[src/rtl/cv32e40s_pkg.sv]
// ---------------------------------------------------------------------------
// cv32e40s_pkg
// Shared types and RV32I encoding helpers for the Zcmp micro-op sequencer.
//   seq_state_e : sequencer FSM states
//   zcmp_op_e   : Zcmp operation being expanded
//   OPCODE_*    : RV32I major opcodes used by the generated micro-ops
//   enc_i/enc_s : I-type / S-type instruction word builders
//   sreg        : r1s'/r2s' field -> architectural register
//   rlist_reg   : step index within a push/pop register list -> register
// ---------------------------------------------------------------------------
package cv32e40s_pkg;

    typedef enum logic {
        IDLE,
        SEQ
    } seq_state_e;

    typedef enum logic [2:0] {
        PUSH,
        POP,
        POPRETZ,
        POPRET,
        MVSA01,
        MVA01S
    } zcmp_op_e;

    localparam logic [6:0] OPCODE_STORE = 7'b0100011;
    localparam logic [6:0] OPCODE_LOAD  = 7'b0000011;
    localparam logic [6:0] OPCODE_OPIMM = 7'b0010011;
    localparam logic [6:0] OPCODE_JALR  = 7'b1100111;

    localparam logic [2:0] FUNCT3_SW   = 3'b010;
    localparam logic [2:0] FUNCT3_LW   = 3'b010;
    localparam logic [2:0] FUNCT3_ADDI = 3'b000;
    localparam logic [2:0] FUNCT3_JALR = 3'b000;

    localparam logic [4:0] REG_ZERO = 5'd0;
    localparam logic [4:0] REG_RA   = 5'd1;
    localparam logic [4:0] REG_SP   = 5'd2;
    localparam logic [4:0] REG_A0   = 5'd10;
    localparam logic [4:0] REG_A1   = 5'd11;

    function automatic logic [31:0] enc_i(input logic [11:0] imm, input logic [4:0] rs1,
                                          input logic [2:0] funct3, input logic [4:0] rd,
                                          input logic [6:0] opcode);
        return {imm, rs1, funct3, rd, opcode};
    endfunction

    function automatic logic [31:0] enc_s(input logic [11:0] imm, input logic [4:0] rs2,
                                          input logic [4:0] rs1, input logic [2:0] funct3,
                                          input logic [6:0] opcode);
        return {imm[11:5], rs2, rs1, funct3, imm[4:0], opcode};
    endfunction

    // s0,s1 are x8,x9; s2..s7 continue at x18.
    function automatic logic [4:0] sreg(input logic [2:0] r);
        return (r < 3'd2) ? {4'b0100, r[0]} : ({2'b00, r} + 5'd16);
    endfunction

    // Register list order is ra, s0, s1, s2..s11 (x18..x27).
    function automatic logic [4:0] rlist_reg(input logic [4:0] k);
        logic [4:0] r;
        case (k)
            5'd0:    r = REG_RA;
            5'd1:    r = 5'd8;
            5'd2:    r = 5'd9;
            default: r = k + 5'd15;
        endcase
        return r;
    endfunction

endpackage

[src/rtl/cv32e40s_zcmp_uop_gen.sv]
// ---------------------------------------------------------------------------
// cv32e40s_zcmp_uop_gen
// Combinational micro-op generator: for a decoded Zcmp op and a step index,
// produces the RV32I word for that step and flags the final step.
//   op     in   zcmp_op_e  operation being expanded
//   rlist  in   4          register list field (>= 4 for push/pop)
//   spimm  in   2          extra stack adjustment in 16-byte units
//   r1s    in   3          r1s' field (mv ops)
//   r2s    in   3          r2s' field (mv ops)
//   step   in   5          index of the micro-op to produce
//   uop    out  32         micro-op instruction word
//   last   out  1          step is the final micro-op of the sequence
// ---------------------------------------------------------------------------
module cv32e40s_zcmp_uop_gen
    import cv32e40s_pkg::*;
(
    input  zcmp_op_e    op,
    input  logic [3:0]  rlist,
    input  logic [1:0]  spimm,
    input  logic [2:0]  r1s,
    input  logic [2:0]  r2s,
    input  logic [4:0]  step,
    output logic [31:0] uop,
    output logic        last
);

    logic [3:0]  nregs;
    logic [4:0]  nregs5;
    logic [4:0]  nregs_rnd;
    logic [6:0]  adj;
    logic [11:0] adj_pos;
    logic [11:0] adj_neg;
    logic [4:0]  slot;
    logic [11:0] slot_off;
    logic [4:0]  tail;
    logic [4:0]  len;
    logic [4:0]  reg_k;

    // rlist=15 skips s10 alone: {ra, s0-s11} is 13 registers.
    assign nregs     = (rlist == 4'd15) ? 4'd13 : (rlist - 4'd3);
    assign nregs5    = {1'b0, nregs};
    // Register area rounded up to 16 bytes, plus spimm*16; max 64+48=112.
    assign nregs_rnd = nregs5 + 5'd3;
    assign adj       = {nregs_rnd[4:2], 4'b0000} + {1'b0, spimm, 4'b0000};
    assign adj_pos   = {5'b00000, adj};
    assign adj_neg   = 12'd0 - adj_pos;
    // Register k lives at offset -4(k+1) from the pre-push sp.
    assign slot      = step + 5'd1;
    assign slot_off  = {5'b00000, slot, 2'b00};
    assign tail      = step - nregs5;
    assign reg_k     = rlist_reg(step);

    always_comb begin
        len = 5'd2;
        case (op)
            PUSH, POP: len = nregs5 + 5'd1;
            POPRET:    len = nregs5 + 5'd2;
            POPRETZ:   len = nregs5 + 5'd3;
            default:   len = 5'd2;
        endcase
    end

    assign last = (step == (len - 5'd1));

    always_comb begin
        uop = 32'h0000_0000;
        case (op)
            PUSH: begin
                if (step < nregs5) uop = enc_s(12'd0 - slot_off, reg_k, REG_SP, FUNCT3_SW, OPCODE_STORE);
                else               uop = enc_i(adj_neg, REG_SP, FUNCT3_ADDI, REG_SP, OPCODE_OPIMM);
            end
            POP, POPRET, POPRETZ: begin
                if (step < nregs5) begin
                    uop = enc_i(adj_pos - slot_off, REG_SP, FUNCT3_LW, reg_k, OPCODE_LOAD);
                end else if (op == POPRETZ && tail == 5'd0) begin
                    uop = enc_i(12'd0, REG_ZERO, FUNCT3_ADDI, REG_A0, OPCODE_OPIMM);
                end else if ((op == POP) || (op == POPRET && tail == 5'd0) ||
                             (op == POPRETZ && tail == 5'd1)) begin
                    uop = enc_i(adj_pos, REG_SP, FUNCT3_ADDI, REG_SP, OPCODE_OPIMM);
                end else begin
                    uop = enc_i(12'd0, REG_RA, FUNCT3_JALR, REG_ZERO, OPCODE_JALR);
                end
            end
            MVSA01: begin
                if (step == 5'd0) uop = enc_i(12'd0, REG_A0, FUNCT3_ADDI, sreg(r1s), OPCODE_OPIMM);
                else              uop = enc_i(12'd0, REG_A1, FUNCT3_ADDI, sreg(r2s), OPCODE_OPIMM);
            end
            MVA01S: begin
                if (step == 5'd0) uop = enc_i(12'd0, sreg(r1s), FUNCT3_ADDI, REG_A0, OPCODE_OPIMM);
                else              uop = enc_i(12'd0, sreg(r2s), FUNCT3_ADDI, REG_A1, OPCODE_OPIMM);
            end
            default: uop = 32'h0000_0000;
        endcase
    end

endmodule

[src/rtl/cv32e40s_zcmp_sequencer.sv]
// ---------------------------------------------------------------------------
// cv32e40s_zcmp_sequencer
// Sits between IF and the decoder. Zcmp push/pop/popret/popretz (and mv ops
// when CV32E40S_ZCMP_MV_EN is defined) are expanded into RV32I micro-ops, one
// per accepted cycle; every other instruction passes through combinationally.
//   clk, rst        clock, synchronous active-high reset
//   instr_i         instruction from IF (compressed in [15:0])
//   instr_valid_i   instr_i valid
//   instr_ready_o   instr_i consumed, IF may advance
//   instr_o         instruction or micro-op to the decoder
//   instr_valid_o   instr_o valid
//   id_ready_i      decoder accepts instr_o
//   kill_i          flush: abort any sequence
//   halt_i          stall: hold state, suppress valid/ready
//   seq_valid_o     instr_o is a sequenced micro-op
//   seq_first_o     first micro-op of a sequence
//   seq_last_o      last micro-op of a sequence
//   busy_o          sequence in progress (step != 0)
// Parameter SEQ_EN=0 gives a stateless passthrough.
// Macro CV32E40S_ZCMP_MV_EN enables sequencing of cm.mvsa01/cm.mva01s.
//
// Handshake: a micro-op transfers to the decoder in a cycle where
// instr_valid_o & id_ready_i; instr_o is held stable until that happens.
// IF keeps instr_i/instr_valid_i stable until instr_ready_o, which for a
// sequenced instruction only rises with the last micro-op.
// ---------------------------------------------------------------------------
module cv32e40s_zcmp_sequencer
    import cv32e40s_pkg::*;
#(
    parameter bit SEQ_EN = 1'b1
) (
    input  logic        clk,
    input  logic        rst,
    input  logic [31:0] instr_i,
    input  logic        instr_valid_i,
    output logic        instr_ready_o,
    output logic [31:0] instr_o,
    output logic        instr_valid_o,
    input  logic        id_ready_i,
    input  logic        kill_i,
    input  logic        halt_i,
    output logic        seq_valid_o,
    output logic        seq_first_o,
    output logic        seq_last_o,
    output logic        busy_o
);

    generate
        if (SEQ_EN) begin : g_seq
            seq_state_e  state;
            logic [4:0]  step;
            logic [4:0]  cur_step;
            zcmp_op_e    dec_op;
            logic        dec_hit;
            logic        rlist_ok;
            logic [31:0] uop;
            logic        uop_last;
            logic        active;

            assign rlist_ok = (instr_i[7:4] >= 4'd4);

            always_comb begin
                dec_op  = PUSH;
                dec_hit = 1'b0;
                if (instr_i[1:0] == 2'b10 && instr_i[15:13] == 3'b101) begin
                    case (instr_i[12:8])
                        5'b11000: begin dec_op = PUSH;    dec_hit = rlist_ok; end
                        5'b11010: begin dec_op = POP;     dec_hit = rlist_ok; end
                        5'b11100: begin dec_op = POPRETZ; dec_hit = rlist_ok; end
                        5'b11110: begin dec_op = POPRET;  dec_hit = rlist_ok; end
                        default:  dec_hit = 1'b0;
                    endcase
`ifdef CV32E40S_ZCMP_MV_EN
                    if (instr_i[12:10] == 3'b011) begin
                        if (instr_i[6:5] == 2'b01) begin
                            dec_op  = MVSA01;
                            // Same destination twice is reserved; leave it to the decoder.
                            dec_hit = (instr_i[9:7] != instr_i[4:2]);
                        end else if (instr_i[6:5] == 2'b11) begin
                            dec_op  = MVA01S;
                            dec_hit = 1'b1;
                        end
                    end
`endif
                end
            end

            // IDLE always presents step 0, whatever the counter holds.
            assign cur_step = (state == IDLE) ? 5'd0 : step;

            cv32e40s_zcmp_uop_gen u_uop_gen (
                .op    (dec_op),
                .rlist (instr_i[7:4]),
                .spimm (instr_i[3:2]),
                .r1s   (instr_i[9:7]),
                .r2s   (instr_i[4:2]),
                .step  (cur_step),
                .uop   (uop),
                .last  (uop_last)
            );

            assign active        = ~rst & ~kill_i & ~halt_i;
            assign instr_valid_o = instr_valid_i & active;
            assign instr_o       = rst ? 32'h0000_0000 : (dec_hit ? uop : instr_i);
            assign seq_valid_o   = dec_hit & instr_valid_o;
            assign seq_first_o   = seq_valid_o & (cur_step == 5'd0);
            assign seq_last_o    = seq_valid_o & uop_last;
            assign instr_ready_o = dec_hit ? (id_ready_i & instr_valid_o & seq_last_o)
                                           : (id_ready_i & active);
            assign busy_o        = ~rst & (step != 5'd0);

            always_ff @(posedge clk) begin
                if (rst || kill_i) begin
                    state <= IDLE;
                    step  <= 5'd0;
                end else if (seq_valid_o && id_ready_i) begin
                    if (uop_last) begin
                        state <= IDLE;
                        step  <= 5'd0;
                    end else begin
                        state <= SEQ;
                        step  <= cur_step + 5'd1;
                    end
                end
            end
        end else begin : g_pass
            assign instr_valid_o = instr_valid_i & ~rst & ~kill_i & ~halt_i;
            assign instr_o       = rst ? 32'h0000_0000 : instr_i;
            assign instr_ready_o = id_ready_i & ~rst & ~kill_i & ~halt_i;
            assign seq_valid_o   = 1'b0;
            assign seq_first_o   = 1'b0;
            assign seq_last_o    = 1'b0;
            assign busy_o        = 1'b0;
        end
    endgenerate

endmodule

[config.mk]
export PLATFORM = sky130hd
export DESIGN_NAME = cv32e40s_zcmp_sequencer
export DESIGN_NICKNAME = d
export VERILOG_FILES = /design/src/rtl/cv32e40s_pkg.sv /design/src/rtl/cv32e40s_zcmp_uop_gen.sv /design/src/rtl/cv32e40s_zcmp_sequencer.sv
export SDC_FILE = /design/constraint.sdc
export NUM_CORES = 1
export LEC_CHECK = 0
export ABC_CLOCK_PERIOD_IN_PS = 8700
export CORE_MARGIN = 1
export CORE_UTILIZATION = 51
export CTS_BUF_LIST = sky130_fd_sc_hd__clkbuf_8
export DETAILED_ROUTE_END_ITERATION = 8
export PLACE_DENSITY = 0.89
export RECOVER_POWER = 25
export SLEW_MARGIN = 20
export SYNTH_ARGS = -nofsm -noshare
export SYNTH_HDL_FRONTEND = slang
export SYNTH_SLANG_ARGS = --single-unit
[constraint.sdc]
create_clock -name clk -period 8.7 [get_ports clk]
set_input_delay 1.74 -clock clk [delete_from_list [all_inputs] [get_ports clk]]
set_output_delay 1.74 -clock clk [all_outputs]
set_load 0.01 [all_outputs]
==> results by group, run 1 <==
Run status
  • Status: finished, violations left
  • Failing checks: max-capacitance violations, max-slew violations

Synth
  • Cell area after synthesis: 2210 sq um
  • Yosys reg bits: 6
  • Post-synth EDFFs: 0
  • Synth warnings: 0
  • Syn nets: 374
  • Ys async rst share: 0%
  • Synth cell types: 64
  • Ys flop type: dfxtp_1
  • Seq/Total Area, Yosys: 5.44%
  • Ranking of synthesized cells by area: ha_1 (11%), nor2_1 (6.5%), xnor2_1 (5.6%), dfxtp_1 (5.4%), a21oi_1 (5.0%)
  • Average size of a mapped cell: 7.01 sq um
  • Synthesized netlist cell count: 315
  • Synth area leader: ha_1
  • Synth top area share: 10.8%

GRT
  • Vias in the first global route: 2,426
  • GRT Util Overall: 31.6%
  • Largest net degree at the start of global routing: 28
  • First-pass GRT wire length: 11,300 um
  • Grt ovf: 0
  • Initial antenna violation count: 0

Setup path
  • Critical Path RT: 6.96 ns
  • Max FO, Critical Path: 7
  • WS Path Type: in -> out
  • CP arrival: 6.41 ns
  • CP Launch Type: primary input
  • Worst r2r src: g_seq.state
  • Worst Reg-to-Reg Cells: 8
  • Worst setup EP type: output port
  • RR Endpoint: g_seq.step[4]
  • Reg-to-reg setup timing slack: 6.18 ns

STA
  • Slew Viols, Final: 18
  • Relative slew slack: -32.1%
  • Final hold violation count: 0
  • Worst hold margin: 0.563 ns
  • Setup TNS: 0 ns
  • Final setup fails: 0
  • Max Clock Freq: 123 MHz
  • Unrepaired setup endpoints after global routing: no
  • PnR worst setup slack: 0.548 ns
  • Setup Skew: 0.000140 ns
  • Min cycle time layout: 8.15 ns
  • Final Cycle Share: 93.7%
  • Slew @ Worst Pin: 1.97 ns

Placement
  • Post-Place Setup Slack: 0.674 ns
  • Routability cong.: 0.947
  • PortBufs: 75
  • Post-DP HPWL: 5600 um
  • Dpl cells: 426

Floorplan
  • Core ar.: 4090 sq um
  • Row count: 23
  • Die Span Y: 67.8 um
  • Initial core utilization: 54.0%
  • Die area: 4590 sq um
  • Ports: 76
  • Die X-Extent: 67.8 um

Route
  • Drt wl/cell: 16.6 um
  • DRC: 0
  • Drt via density: 6.12
  • Final WL: 7100 um
  • Initial drt markers: 238
  • Pre-antenna DRT Iters: 5
  • Antenna viol nets, final: 0
  • Via count: 2,624

Finish
  • Reg area: 120 sq um
  • Layout area overhead: 36.0%
  • Post-Layout Cell Count: 429
  • Proportion of layout cells with a drive suffix above 1: 6.07%
  • Multi-input gate area: 1960 sq um
  • Antenna diode count: 0
  • Fillers: 340
  • Most frequent cells in the layout: clkdlybuf4s50_1 (70), nor2_1 (37), nand2_1 (29)
  • Most common cell after layout, fill and taps aside: clkdlybuf4s50_1
  • Nets: 440

Power and ir drop
  • Total chip power: 0.232 mW
  • VDD IR max: 0.0000926 V
  • Internal power: 0.136 mW
  • Clock power share: 18.3%
  • Net Sw Power: 0.0965 mW
  • Sw frac: 41.5%
  • Leak: 1.19 nW
  • Pwr dens: 77.4 nW/um^2
  • Combinational cell fraction of total power: 69.8%
  • Flop pwr share: 11.9%

Run
  • Max-cap violations: 1

Min path
  • Hold Path Stages: 2
  • Hold Path Sink: g_seq.step[0]
  • Hold Crit Class: reg -> reg
  • HP Start: g_seq.step[0]

CTS
  • # hold bufs at CTS: 0
  • H-Tree Depth: 1
  • CTS resizes: 0
  • Clock Latency Late Sink: 0.23 ns
  • TritonCTS clock tree: yes
  • CTS Buf Count: 3
  • CTS Root Cell: clkbuf_8
  • Clock sink total: 6
  • Clock Tree Buf Depth: 2
  • Clock slew at reported path FFs: 0.04 ns
  • Setup bufs post-CTS: 0
[critical path: stages]
cell and delay, ns:
dlygate4sd3_1 0.70, ha_1 0.36, nand3_1 0.18, nand2_1 0.23, inv_1 0.09, ha_1 0.26, xor2_1 0.24, ha_1 0.18
inv_1 0.05, fa_1 0.56, inv_1 0.07, ha_1 0.32, nor2b_1 0.14, o21ai_0 0.15, a21oi_1 0.08, a21oi_1 0.37
o21a_1 0.18, clkdlybuf4s50_1 0.53
[routing by layer]
metal	wire length (um)	vias up	track usage, %
li1	-	1290	-
met5	0	-	0
met1	3200	1210	43.2
met2	3380	112	52.5
met4	133	0	7.55
met3	388	12	3.38
[logic make-up (layout without fill, tap and decap cells)]
family | after synthesis | in the layout | share of synthesized area [%]
XOR/XNOR | 22 | 22 | 10.9
AND/OR/NAND/NOR | 138 | 138 | 32.4
flip-flops | 6 | 6 | 5.44
AO/OA/AOI/OAI | 95 | 95 | 31.8
adder cells (fa/ha/maj) | 21 | 21 | 12.6
buffers and inverters | 31 | 95 | 5.73
multiplexers | 2 | 2 | 1.13
[stage by stage]
stage / util [%] / instance area [sq um]
after floorplan: - / 2210
after global placement: 72.5 / 2960
after detailed placement: 72.6 / 2970
after CTS: 73.6 / 3010
after global routing: 73.5 / 3000
final: 73.5 / 3000
[power groups by stage]
stage	clock (mW)	combinational [mW]	sequential, mW
2_1_floorplan	0	0.103	0.0281
3_3_place_gp	0	0.155	0.0281
3_5_place_dp	0	0.159	0.0281
4_1_cts	0.0433	0.161	0.0277
5_1_grt	0.0449	0.178	0.0277
6_report	0.0426	0.162	0.0277
[registers in the layout, summed over array words and instances (netlist names)]
| register | count |
|---|---|
| g_seq.state | 1 |
| g_seq.step | 5 |
[synth_stat cells, types with 2 or more instances]
cell type / number
or3_1: 2
a311oi_1: 2
dfxtp_1: 6
a32oi_1: 2
xor2_1: 4
a211oi_1: 3
and4b_1: 2
nor4_1: 3
and3_1: 4
o21a_1: 9
a22oi_1: 5
nor3_1: 15
buf_2: 2
o211ai_1: 9
inv_1: 16
o2111ai_1: 4
a21oi_1: 22
clkbuf_1: 11
nand2_1: 29
nor3b_1: 2
nor2b_1: 9
a221oi_1: 2
o21ai_0: 9
o21ai_1: 4
ha_1: 19
xnor2_1: 14
xnor2_2: 2
nand2b_1: 4
a31oi_1: 4
nor2_1: 38
o31ai_1: 3
nand3_1: 14
and2_1: 7
a31o_2: 2
nand4_1: 2
fa_1: 2
[final cells by class]
type / instances / area share, %
clock buffer: 3 / 1.38
tap: 50 / 2.08
sequential: 6 / 4.00
inverter: 17 / 2.13
multi-input combinational: 278 / 65.4
timing repair buffer: 75 / 25.0
[worst max path at each step]
stage | start | to | depth (start not counted)
after floorplan | instr_i[4] | instr_o[27] | 16
after global placement | instr_i[4] | instr_o[31] | 18
after detailed placement | instr_i[4] | instr_o[29] | 18
after CTS | instr_i[4] | instr_o[30] | 18
after global routing | instr_i[4] | instr_o[28] | 18
final | instr_i[4] | instr_o[30] | 18
(Power assumes the default switching activity.)
==> inputs of run 2 (changes only) <==
Settings changed: CORE_UTILIZATION 51 to 55, PLACE_DENSITY 0.89 to 0.88, SYNTH_HIERARCHICAL from default to 1.
==> run 2 against run 1 <==
Net effect: the flow now finishes without violations; worst setup slack better by 0.017 ns; flip-flop and latch count stayed put; total power is 4.6% lower; global-route usage is 1.1 points lower; clock power is 1% higher; register-to-register slack worse by 0.64 ns; area after synthesis is 34% higher; final cell count is 26% higher; critical endpoint is now instr_o[25].
==> results by group, run 2 <==
Floorplan
  • Die Span Y: 75.4 um (+11%)
  • Initial core utilization: 57.6% (+3.6 points)
  • Ports: 76 (unchanged)
  • Core ar.: 5140 sq um (+26%)
  • Die X-Extent: 75.4 um (+11%)
  • Die area: 5680 sq um (+24%)
  • Row count: 26 (+13%)

Finish
  • Most common cell after layout, fill and taps aside: clkdlybuf4s50_1
  • Reg area: 120 sq um (unchanged)
  • Antenna diode count: 0 (unchanged)
  • Proportion of layout cells with a drive suffix above 1: 8.07% (+2.0 points)
  • Layout area overhead: 23.6%
  • Most flops, register: g_seq.step
  • Fillers: 438 (+29%)
  • Nets: 531 (+21%)
  • Top flop regs: g_seq.step x5, g_seq.state x1
  • Multi-input gate area: 2440 sq um (+25%)
  • Max reg flops: 5 (unchanged)
  • Final Instance Area: 3660 sq um (+22%)
  • Post-Layout Cell Count: 541 (+26%)
  • Most frequent cells in the layout: clkdlybuf4s50_1 (70), inv_1 (42), nand2_1 (30)

Min path
  • HP Start: g_seq.step[4]
  • Hold Path Sink: g_seq.step[4]
  • Hold Path Stages: 2 (unchanged)
  • Hold Crit Class: reg -> reg

Synth
  • Average size of a mapped cell: 6.90 sq um (-1.6%)
  • Synth area leader: ha_1
  • Cell area after synthesis: 2960 sq um (+34%)
  • Ys flop type: dfxtp_1
  • Most common cell in the netlist: inv_1
  • Most frequent cells after synthesis: inv_1 (42), nand2_1 (30), nor4_1 (26)
  • Synth top area share: 7.61% (-3.2 points)
  • Post-synth EDFFs: 0 (unchanged)
  • Seq/Total Area, Yosys: 4.06% (-1.4 points)
  • Synth warnings: 6 (+6)
  • Ranking of synthesized cells by area: ha_1 (7.6%), a31o_1 (5.6%), nor4_1 (5.5%), inv_1 (5.3%), xnor2_1 (4.7%)
  • Yosys reg bits: 6 (unchanged)
  • Ys async rst share: 0% (unchanged)
  • Synthesized netlist cell count: 429 (+36%)
  • Synth cell types: 75 (+17%)

Placement
  • Routability cong.: 0.964 (+1.8%)
  • PortBufs: 75 (unchanged)
  • Post-DP HPWL: 6690 um (+19%)
  • Dpl cells: 538 (+26%)
  • Dpl cell area: 3620 sq um (+22%)
  • Post-Place Setup Slack: 0.592 ns (-0.0822 ns)

CTS
  • # hold bufs at CTS: 0 (unchanged)
  • CTS Root Cell: clkbuf_8
  • H-Tree Depth: 1 (unchanged)
  • CTS Buf Count: 3 (unchanged)
  • Setup bufs post-CTS: 0 (unchanged)
  • Clock Latency Late Sink: 0.23 ns (about the same)
  • Clock slew at reported path FFs: 0.04 ns (about the same)
  • CTS resizes: 0 (unchanged)
  • Clock sink total: 6 (unchanged)
  • Clock Tree Buf Depth: 2 (unchanged)
  • TritonCTS clock tree: yes

GRT
  • First-pass GRT wire length: 13,700 um (+21%)
  • Grt ovf: 0 (unchanged)
  • GRT Util Overall: 30.5% (-1.1 points)
  • Largest net degree at the start of global routing: 34 (+21%)
  • Initial antenna violation count: 0 (unchanged)
  • Vias in the first global route: 3,044 (+25%)

Route
  • Initial drt markers: 247 (+3.8%)
  • Pre-antenna DRT Iters: 5 (unchanged)
  • Final WL: 8870 um (+25%)
  • Drt wl/cell: 16.4 um (-0.98%)
  • Drt via density: 6.24 (+2.0%)
  • DRC: 0 (unchanged)
  • Antenna viol nets, final: 0 (unchanged)
  • Via count: 3,375 (+29%)

Run status
  • Status: completed

Setup path
  • Slowest CP cell: clkdlybuf4s50_1
  • Worst setup EP type: output port
  • WS Path Type: in -> out
  • CP Launch Type: primary input
  • RR Endpoint: g_seq.step[3]
  • Critical Path RT: 6.96 ns (about the same)
  • CP Cell Sequence: clkdlybuf4s50_1 > ha_1 > or3b_2 > a211o_1 > a21oi_1 > or3b_2 > fa_1 > ha_1 > xnor2_1 > nor2_1 > a2111oi_0 > a31oi_1 > o22ai_1 > inv_1 > nor4_1 > a31o_1 > clkdlybuf4s50_1
  • Reg-to-reg setup timing slack: 5.54 ns (-0.64 ns)
  • Buf/Inv on CP: 3 (-2)
  • Crit path largest cell delay: 0.53 ns (-0.17 ns)
  • Worst r2r src: g_seq.state
  • Delay-heaviest family, CP: compound AO/OA/AOI/OAI gates
  • Worst Reg-to-Reg Cells: 9 (+1)
  • CP arrival: 6.39 ns (-0.02 ns)
  • Max FO, Critical Path: 6 (-1)

STA
  • Max Clock Freq: 123 MHz (+0.21%)
  • Final setup fails: 0 (unchanged)
  • Relative slew slack: 1.92% (+34 points)
  • Unrepaired setup endpoints after global routing: no
  • Final hold violation count: 0 (unchanged)
  • Slew Viols, Final: 0 (-18)
  • PnR worst setup slack: 0.566 ns (+0.0173 ns)
  • Min cycle time layout: 8.13 ns (-0.0173 ns)
  • Setup Skew: 0.00270 ns (+0.00256 ns)
  • Setup TNS: 0 ns (unchanged)
  • Final Cycle Share: 93.5% (-0.20 points)
  • Slew @ Worst Pin: 1.47 ns (-0.495 ns)
  • Worst hold margin: 0.512 ns (-0.0509 ns)

Power and ir drop
  • VDD IR max: 0.0000571 V (-38%)
  • Pwr dens: 60.6 nW/um^2 (-22%)
  • Leak: 1.39 nW (+16%)

Run
  • Max-cap violations: 0 (-1)
[run 2: through the flow]
step                util (%)  power (mW)
floorplan                  -       0.126
global placement        70.4       0.172
detailed placement      70.4       0.176
CTS                     71.2       0.220
global route            71.2       0.236
finish                  71.2       0.222
[run 2: power breakdown]
group          switching, mW  internal [mW]
Sequential       0.000000715         0.0277
Combinational         0.0764         0.0745
Clock                 0.0134         0.0298
[run 2: per-layer routing]
layer	GRT usage [%]	routed length, um	vias up
met5	0	0	-
li1	-	-	1631
met3	2.78	679	19
met4	9.67	121	0
met2	54.1	4270	148
met1	39.1	3800	1577
[run 2: kinds of logic after synthesis]
logic type,after synthesis,share of synthesized area [%]
AOI/OAI and AO/OA,115,29.0
xor gates and xnor gates,30,9.85
adders and majority gates,21,9.34
buffers and inverters,88,13.7
DFF,6,4.06
muxes,6,2.07
other,2,0.254
and+or+nand+nor,161,31.7
[run 2: worst register-to-register path: stages, from the launching register on]
cell and delay (ns):
dfxtp_1 0.44, inv_1 0.13, nor2_1 0.79, xnor2_1 0.20
or3_1 0.38, a21oi_1 0.52, nor4b_1 0.16, nor3b_1 0.22
nand3_1 0.07, o311ai_0 0.12
[run 2: area by class of cell]
class                      instances  share of cell area [%]
timing repair buffer              83                    22.1
tap                               70                    2.39
inverter                          42                    4.31
multi-input combinational        337                    66.8
clock buffer                       3                    1.13
sequential                         6                    3.28
[run 2: worst max-delay path by stage]
stage                     startpoint           to  slack (ns)  cells past startpoint
after global placement    instr_i[5]  instr_o[25]        0.66                     17
after floorplan           instr_i[4]  instr_o[25]        1.75                     17
after CTS                 instr_i[5]  instr_o[25]        0.59                     17
final                     instr_i[5]  instr_o[25]        0.57                     17
after detailed placement  instr_i[5]  instr_o[25]        0.59                     17
after global routing      instr_i[5]  instr_o[25]        0.22                     17
